### config.mk
export PLATFORM = sky130hd
export DESIGN_NAME = output_argmax
export DESIGN_NICKNAME = d
export VERILOG_FILES = /design/src/rtl/output_argmax.sv
export SDC_FILE = /design/constraint.sdc
export NUM_CORES = 1
export LEC_CHECK = 0
export ABC_AREA = 1
export CAP_MARGIN = 15
export CELL_PAD_IN_SITES_DETAIL_PLACEMENT = 0
export CELL_PAD_IN_SITES_GLOBAL_PLACEMENT = 1
export CORE_MARGIN = 2
export CORE_UTILIZATION = 42
export DETAILED_ROUTE_END_ITERATION = 8
export GPL_ROUTABILITY_DRIVEN = 0
export PLACE_DENSITY = 0.95
export RECOVER_POWER = 50
export SLEW_MARGIN = 25
export SYNTH_ARGS = -nofsm -noshare
export SYNTH_HDL_FRONTEND = slang
export SYNTH_SLANG_ARGS = --single-unit
### constraint.sdc
create_clock -name clk -period 9.2 [get_ports clk]
set_clock_uncertainty 0.15 [all_clocks]
set_input_delay 1.84 -clock clk [delete_from_list [all_inputs] [get_ports clk]]
set_output_delay 1.84 -clock clk [all_outputs]
set_load 0.01 [all_outputs]
### src/rtl/output_argmax.sv
// Output-layer argmax: adds a per-neuron bias to each finished second-layer
// sum, emits the biased logit, tracks the running maximum and reports the
// winning class index once all NOUT neurons of a frame have arrived.
//
// Handshake: add_bias is a one-cycle strobe with no backpressure. Every
// cycle with add_bias=1 (and no reset/frame_clear) consumes weighted_sum and
// bias_data, and produces a one-cycle logit_valid pulse on the next edge.
module output_argmax #(
  parameter int NWBITS     = 16,
  parameter int COUNT_BIT1 = 10,
  parameter int COUNT_BIT2 = 8,
  parameter int NOUT       = 10,
  parameter int IDXW       = 4,
  parameter int NBBITS     = 16,
  parameter int BIAS_SHIFT = 0,
  localparam int SUMW      = 2*NWBITS + COUNT_BIT1 + COUNT_BIT2,
  localparam int LOGW      = SUMW + 1
) (
  input  logic                   clk,
  input  logic                   reset,
  input  logic                   add_bias,
  input  logic signed [SUMW-1:0] weighted_sum,
  input  logic                   frame_clear,
  output logic [IDXW-1:0]        bias_addr,
  input  logic signed [NBBITS-1:0] bias_data,
  output logic signed [LOGW-1:0] logit,
  output logic                   logit_valid,
  output logic [IDXW-1:0]        class_idx,
  output logic                   class_valid,
  output logic                   busy
);

  localparam logic [IDXW-1:0] LAST_IDX = IDXW'(NOUT - 1);

  // Frame-tracking state.
  logic [IDXW-1:0]        counter;
  logic                   first;
  logic signed [LOGW-1:0] max_val;
  logic [IDXW-1:0]        max_idx;

  // Combinational datapath.
  logic signed [LOGW-1:0] sum_ext;
  logic signed [LOGW-1:0] bias_ext;
  logic signed [LOGW-1:0] logit_next;
  logic                   take_new;
  logic [IDXW-1:0]        best_idx;

  // The ROM is addressed by the index of the neuron expected next.
  assign bias_addr = counter;

  // Sign-extend both operands to LOGW so the add is exact, then compare to max.
  always_comb begin
    sum_ext    = {{(LOGW-SUMW){weighted_sum[SUMW-1]}}, weighted_sum};
    bias_ext   = {{(LOGW-NBBITS){bias_data[NBBITS-1]}}, bias_data};
    logit_next = sum_ext + (bias_ext <<< BIAS_SHIFT);
    // Strict compare so ties keep the earlier (lower) index.
    take_new   = first | (logit_next > max_val);
    best_idx   = take_new ? counter : max_idx;
  end

  // Frame state, logit register and the result pulses; reset beats clear beats accept.
  always_ff @(posedge clk) begin
    if (reset) begin
      counter     <= '0;
      first       <= 1'b1;
      max_val     <= '0;
      max_idx     <= '0;
      logit       <= '0;
      logit_valid <= 1'b0;
      class_idx   <= '0;
      class_valid <= 1'b0;
      busy        <= 1'b0;
    end else if (frame_clear) begin
      // Abort the partial frame; the last logit and class stay visible.
      counter     <= '0;
      first       <= 1'b1;
      max_val     <= '0;
      max_idx     <= '0;
      logit_valid <= 1'b0;
      class_valid <= 1'b0;
      busy        <= 1'b0;
    end else begin
      logit_valid <= add_bias;
      class_valid <= 1'b0;
      if (add_bias) begin
        logit <= logit_next;
        if (take_new) begin
          max_val <= logit_next;
          max_idx <= counter;
        end
        if (counter == LAST_IDX) begin
          // Final neuron: its own comparison is folded into best_idx.
          class_idx   <= best_idx;
          class_valid <= 1'b1;
          counter     <= '0;
          first       <= 1'b1;
          busy        <= 1'b0;
        end else begin
          counter <= counter + IDXW'(1);
          first   <= 1'b0;
          busy    <= 1'b1;
        end
      end
    end
  end

endmodule

==> metrics.txt <==
# TYPE chip_impl_metric gauge
chip_impl_metric{name="tightest_slew",unit="ns"} 2.736
chip_impl_metric{name="cts_inserted_buffers",unit=""} 17
chip_impl_metric{name="synth_fp_nets",unit=""} 1662
chip_impl_metric{name="area_growth",unit="%"} 22.21
chip_impl_metric{name="setup_viol",unit=""} 0
chip_impl_metric{name="timing.critical_path.slowest_cell_delay",unit="ns"} 0.76
chip_impl_metric{name="max_clock_freq",unit="MHz"} 134.8
chip_impl_metric{name="cp_data_required_time",unit="ns"} 9.37
chip_impl_metric{name="n_antenna_cell",unit=""} 0
chip_impl_metric{name="routed_length_per_placed_instance",unit="um"} 14.26
chip_impl_metric{name="vias",unit=""} 9518
chip_impl_metric{name="floorplan.initialDensity",unit="%"} 42.75
chip_impl_info{name="clockRootBuffer",value="sky130_fd_sc_hd__clkbuf_16"} 1
chip_impl_metric{name="xor_xnor_cell_area_share_of_the_yosys_netlist",unit="%"} 4.210
chip_impl_metric{name="std_cell_rows",unit=""} 54
chip_impl_metric{name="drtIter0Drc",unit=""} 539
chip_impl_metric{name="holdBufCountCts",unit=""} 0
chip_impl_metric{name="grt.overflow.total",unit=""} 0
chip_impl_metric{name="synthAdderAreaFrac",unit="%"} 13.80
chip_impl_metric{name="fill_cells",unit=""} 2268
chip_impl_metric{name="clock-sinks",unit=""} 118
chip_impl_metric{name="grt_util_overall",unit="%"} 23.16
chip_impl_metric{name="dieHeight",unit="um"} 152.8
chip_impl_metric{name="synthDominantCellAreaShare",unit="%"} 25.40
chip_impl_metric{name="clock_latency",unit="ns"} 0.41
chip_impl_metric{name="grt_antenna_before_repair",unit=""} 0
chip_impl_info{name="cpMostUsedCell",value="sky130_fd_sc_hd__nand2_1"} 1
chip_impl_info{name="hold_path.class",value="reg2reg"} 1
chip_impl_metric{name="timing.final.crit_period",unit="ns"} 7.421
chip_impl_metric{name="total_core_area",unit="mm^2"} 0.02176
chip_impl_metric{name="final_net_count",unit=""} 1784
chip_impl_metric{name="synth_simple_gate_area_share",unit="%"} 29.85
chip_impl_metric{name="p_per_area",unit="mW/mm^2"} 157.4
chip_impl_metric{name="number_of_distinct_library_cell_variants_in_the_gate_level_netlist_after_synthesis",unit=""} 43
chip_impl_metric{name="vdd_drop_max",unit="mV"} 0.1162
chip_impl_metric{name="final.setup.tns",unit="ns"} 0
chip_impl_info{name="final_common_cell",value="sky130_fd_sc_hd__nand2_1"} 1
chip_impl_metric{name="synth_mux_area_share",unit="%"} 0
chip_impl_metric{name="cap_viol_max_count",unit=""} 2
chip_impl_info{name="start_kind",value="primary input"} 1
chip_impl_metric{name="vias_per_cell",unit=""} 4.999
chip_impl_metric{name="design_power_total",unit="W"} 0.001789
chip_impl_metric{name="synthesized_instance_count",unit=""} 1490
chip_impl_metric{name="register_clock_pin_slew_on_the_reported_worst_setup_and_hold_paths",unit="ns"} 0.06
chip_impl_metric{name="comb_power_share",unit="%"} 35.4
chip_impl_metric{name="edff_count_synth",unit=""} 0
chip_impl_info{name="worst-setup-path-type",value="in2reg"} 1
chip_impl_metric{name="die_area",unit="mm^2"} 0.02335
chip_impl_metric{name="timing.critical_path.buf_inv",unit=""} 5
chip_impl_metric{name="i_o_buffers",unit=""} 131
chip_impl_metric{name="multi_input_area",unit="mm^2"} 0.005838
chip_impl_info{name="ys.flop_type",value="sky130_fd_sc_hd__dfxtp_1"} 1
chip_impl_metric{name="htree_levels",unit=""} 4
chip_impl_metric{name="final_util",unit="%"} 52.25
chip_impl_metric{name="timing_max_transition_violations_final",unit=""} 105
chip_impl_info{name="synth_top_family_by_area",value="simple AND/OR/NAND/NOR gates"} 1
chip_impl_metric{name="number_of_flip_flops_and_latches_in_the_synthesized_netlist",unit=""} 118
chip_impl_info{name="rsz0062_at_grt",value="no"} 1
chip_impl_info{name="critical_path.top_delay_family",value="simple AND/OR/NAND/NOR gates"} 1
chip_impl_metric{name="grt_pass1_wl",unit="um"} 43980
chip_impl_metric{name="synthesis.yosys.warnings",unit=""} 0
chip_impl_metric{name="syn-cell-area",unit="mm^2"} 0.009301
chip_impl_metric{name="crit_fanout",unit=""} 61
chip_impl_metric{name="seq_area",unit="mm^2"} 0.002362
chip_impl_metric{name="io_pins",unit=""} 132
chip_impl_metric{name="hold_ws",unit="ns"} 0.3138
chip_impl_info{name="violations",value="max-capacitance violations, max-slew violations"} 1
chip_impl_metric{name="p_leak",unit="nW"} 5.537
chip_impl_metric{name="period_utilization_post_route",unit="%"} 80.66
chip_impl_metric{name="worst_ep_arrival_time",unit="ns"} 7.59
chip_impl_metric{name="synthArstFlopShare",unit="%"} 0
chip_impl_metric{name="power.internal",unit="W"} 0.001120
chip_impl_metric{name="cts-resized-gates",unit=""} 0
chip_impl_metric{name="via_count_of_the_first_global_routing_pass",unit=""} 9004
chip_impl_metric{name="drt_wl_total",unit="um"} 27150
chip_impl_metric{name="power.share.switching",unit="%"} 37.41
chip_impl_metric{name="synth-seq-area-share",unit="%"} 25.40
chip_impl_metric{name="die_x",unit="um"} 152.8
chip_impl_metric{name="synth_compound_area_share",unit="%"} 14.80
chip_impl_info{name="cts_tree",value="yes"} 1
chip_impl_metric{name="share_seq_of_total_power",unit="%"} 31.4
chip_impl_metric{name="drc_errors",unit=""} 0
chip_impl_metric{name="postCtsSetupBuffers",unit=""} 0
chip_impl_info{name="cp_slowest_cell",value="sky130_fd_sc_hd__clkdlybuf4s50_1"} 1
chip_impl_metric{name="p_clk_share",unit="%"} 33.2
chip_impl_info{name="most-common-layout-cells",value="sky130_fd_sc_hd__nand2_1, sky130_fd_sc_hd__nor2_1, sky130_fd_sc_hd__inv_1"} 1
chip_impl_metric{name="worst_slew_margin_rel",unit="%"} -82.41
chip_impl_info{name="run_status",value="finished with violations"} 1
chip_impl_info{name="post-synth-top-area-cell",value="sky130_fd_sc_hd__dfxtp_1"} 1
chip_impl_metric{name="post_synth.cell_area_avg",unit="um^2"} 6.243
chip_impl_metric{name="place_hpwl",unit="um"} 21530
chip_impl_metric{name="drt-pass1-iter-count",unit=""} 5
chip_impl_metric{name="final_hold_viol_count",unit=""} 0
chip_impl_metric{name="proportion_of_layout_cells_with_a_drive_suffix_above_1",unit="%"} 3.510
chip_impl_metric{name="cts-root-to-sink-buffers",unit=""} 2
chip_impl_metric{name="maximum_number_of_pins_on_one_net_before_global_route_repair",unit=""} 63
chip_impl_metric{name="detail-route-antenna-nets",unit=""} 0
chip_impl_info{name="synthTopCellsByArea",value="sky130_fd_sc_hd__dfxtp_1, sky130_fd_sc_hd__ha_1, sky130_fd_sc_hd__nand2_1"} 1
chip_impl_info{name="worstSetupEndpointType",value="flop"} 1
chip_impl_metric{name="power_switching",unit="W"} 0.0006691
[Yosys cell counts (3+ instances only)]
cell                       number
sky130_fd_sc_hd__a21oi_1       89
sky130_fd_sc_hd__xnor2_1        6
sky130_fd_sc_hd__o211ai_1       8
sky130_fd_sc_hd__a31oi_1       13
sky130_fd_sc_hd__nor3_1         9
sky130_fd_sc_hd__dfxtp_1      118
sky130_fd_sc_hd__nand3_1       53
sky130_fd_sc_hd__buf_4          5
sky130_fd_sc_hd__o21bai_1       6
sky130_fd_sc_hd__o21a_1         5
sky130_fd_sc_hd__nor2_1       296
sky130_fd_sc_hd__a21o_1         6
sky130_fd_sc_hd__a21boi_0       3
sky130_fd_sc_hd__o21ai_0      112
sky130_fd_sc_hd__nand3_2        4
sky130_fd_sc_hd__o21ai_2        3
sky130_fd_sc_hd__nor4_1         4
sky130_fd_sc_hd__ha_1         101
sky130_fd_sc_hd__nand4_1       10
sky130_fd_sc_hd__and3_1         4
sky130_fd_sc_hd__clkbuf_1      20
sky130_fd_sc_hd__xor2_1        35
sky130_fd_sc_hd__nand2_1      302
sky130_fd_sc_hd__inv_1        250
[cell families after synthesis]
| group | count (synthesis) |
|---|---|
| AOI/OAI and AO/OA | 252 |
| buffers and inverters | 285 |
| DFF | 118 |
| xor gates and xnor gates | 43 |
| adders and majority gates | 102 |
| and+or+nand+nor | 690 |
[worst reg2reg max path: stages, from the launching register on]
cell and delay [ns]:
sky130_fd_sc_hd__dfxtp_1 0.33, sky130_fd_sc_hd__inv_1 0.05, sky130_fd_sc_hd__ha_1 0.29, sky130_fd_sc_hd__nand2_1 0.07, sky130_fd_sc_hd__nor2_1 0.26, sky130_fd_sc_hd__nand2_1 0.09
sky130_fd_sc_hd__nor2_1 0.09, sky130_fd_sc_hd__nand2_1 0.05, sky130_fd_sc_hd__nand3_1 0.11, sky130_fd_sc_hd__nand2_1 0.07, sky130_fd_sc_hd__nand3_1 0.10, sky130_fd_sc_hd__nand3_2 0.12
sky130_fd_sc_hd__nand2_2 0.12, sky130_fd_sc_hd__nand2_4 0.34, sky130_fd_sc_hd__inv_4 0.59, sky130_fd_sc_hd__nand2_1 0.16, sky130_fd_sc_hd__a21oi_1 0.18
[registers in the layout, summed over array words and instances, names as in the netlist]
register and count:
logit_valid 1, class_idx 4, bias_addr 4, logit 51, max_val 51, max_idx 4, first 1, class_valid 1
busy 1
[layer usage]
metal  up-vias  global-route usage, %  part of all wire [%]
met4         0                  8.774                   2.8
met1      4282                  30.51                    46
met2       236                  38.74                    46
li1       4953                      -                     -
met5         -                      0                     0
met3        47                  2.977                   4.3
[through the flow]
| stage | worst slack, ns | instance area (um^2) | instances |
|---|---|---|---|
| after CTS | 1.831 | 11370 | 1904 |
| final | 1.779 | 11370 | 1904 |
| after global placement | 1.508 | 10840 | 1873 |
| after global routing | 1.203 | 11370 | 1904 |
| after floorplan | 3.744 | 9301 | 1490 |
| after detailed placement | 1.492 | 10840 | 1873 |
[area by class of cell]
class                      count  area share [%]
sequential                   118           20.78
multi-input combinational   1087           51.36
tap                          280           3.082
clock buffer                  17           3.742
timing repair buffer         136           11.76
inverter                     252           8.343
clock inverter                14          0.9356
[power by group through the flow]
stage	Sequential [W]	Clock (W)	Combinational, W
floorplan	0.000577	0	0.000411
global placement	0.000572	0	0.000623
detailed placement	0.000573	0	0.000629
CTS	0.000563	0.000603	0.000634
global route	0.000565	0.000629	0.000715
finish	0.000562	0.000594	0.000634
[worst paths after layout]
check / startpoint / endpoint / slack [ns] / cells after the start
worst max register to register: max_val[10] / max_val[44] / 5.94 / 16
worst min register to register: max_val[25] / max_val[25] / 0.31 / 2
worst min-delay path: max_val[25] / max_val[25] / 0.31 / 2
worst max-delay path: bias_data[15] / max_val[44] / 1.78 / 27
Power figures use the tool's default switching activity.
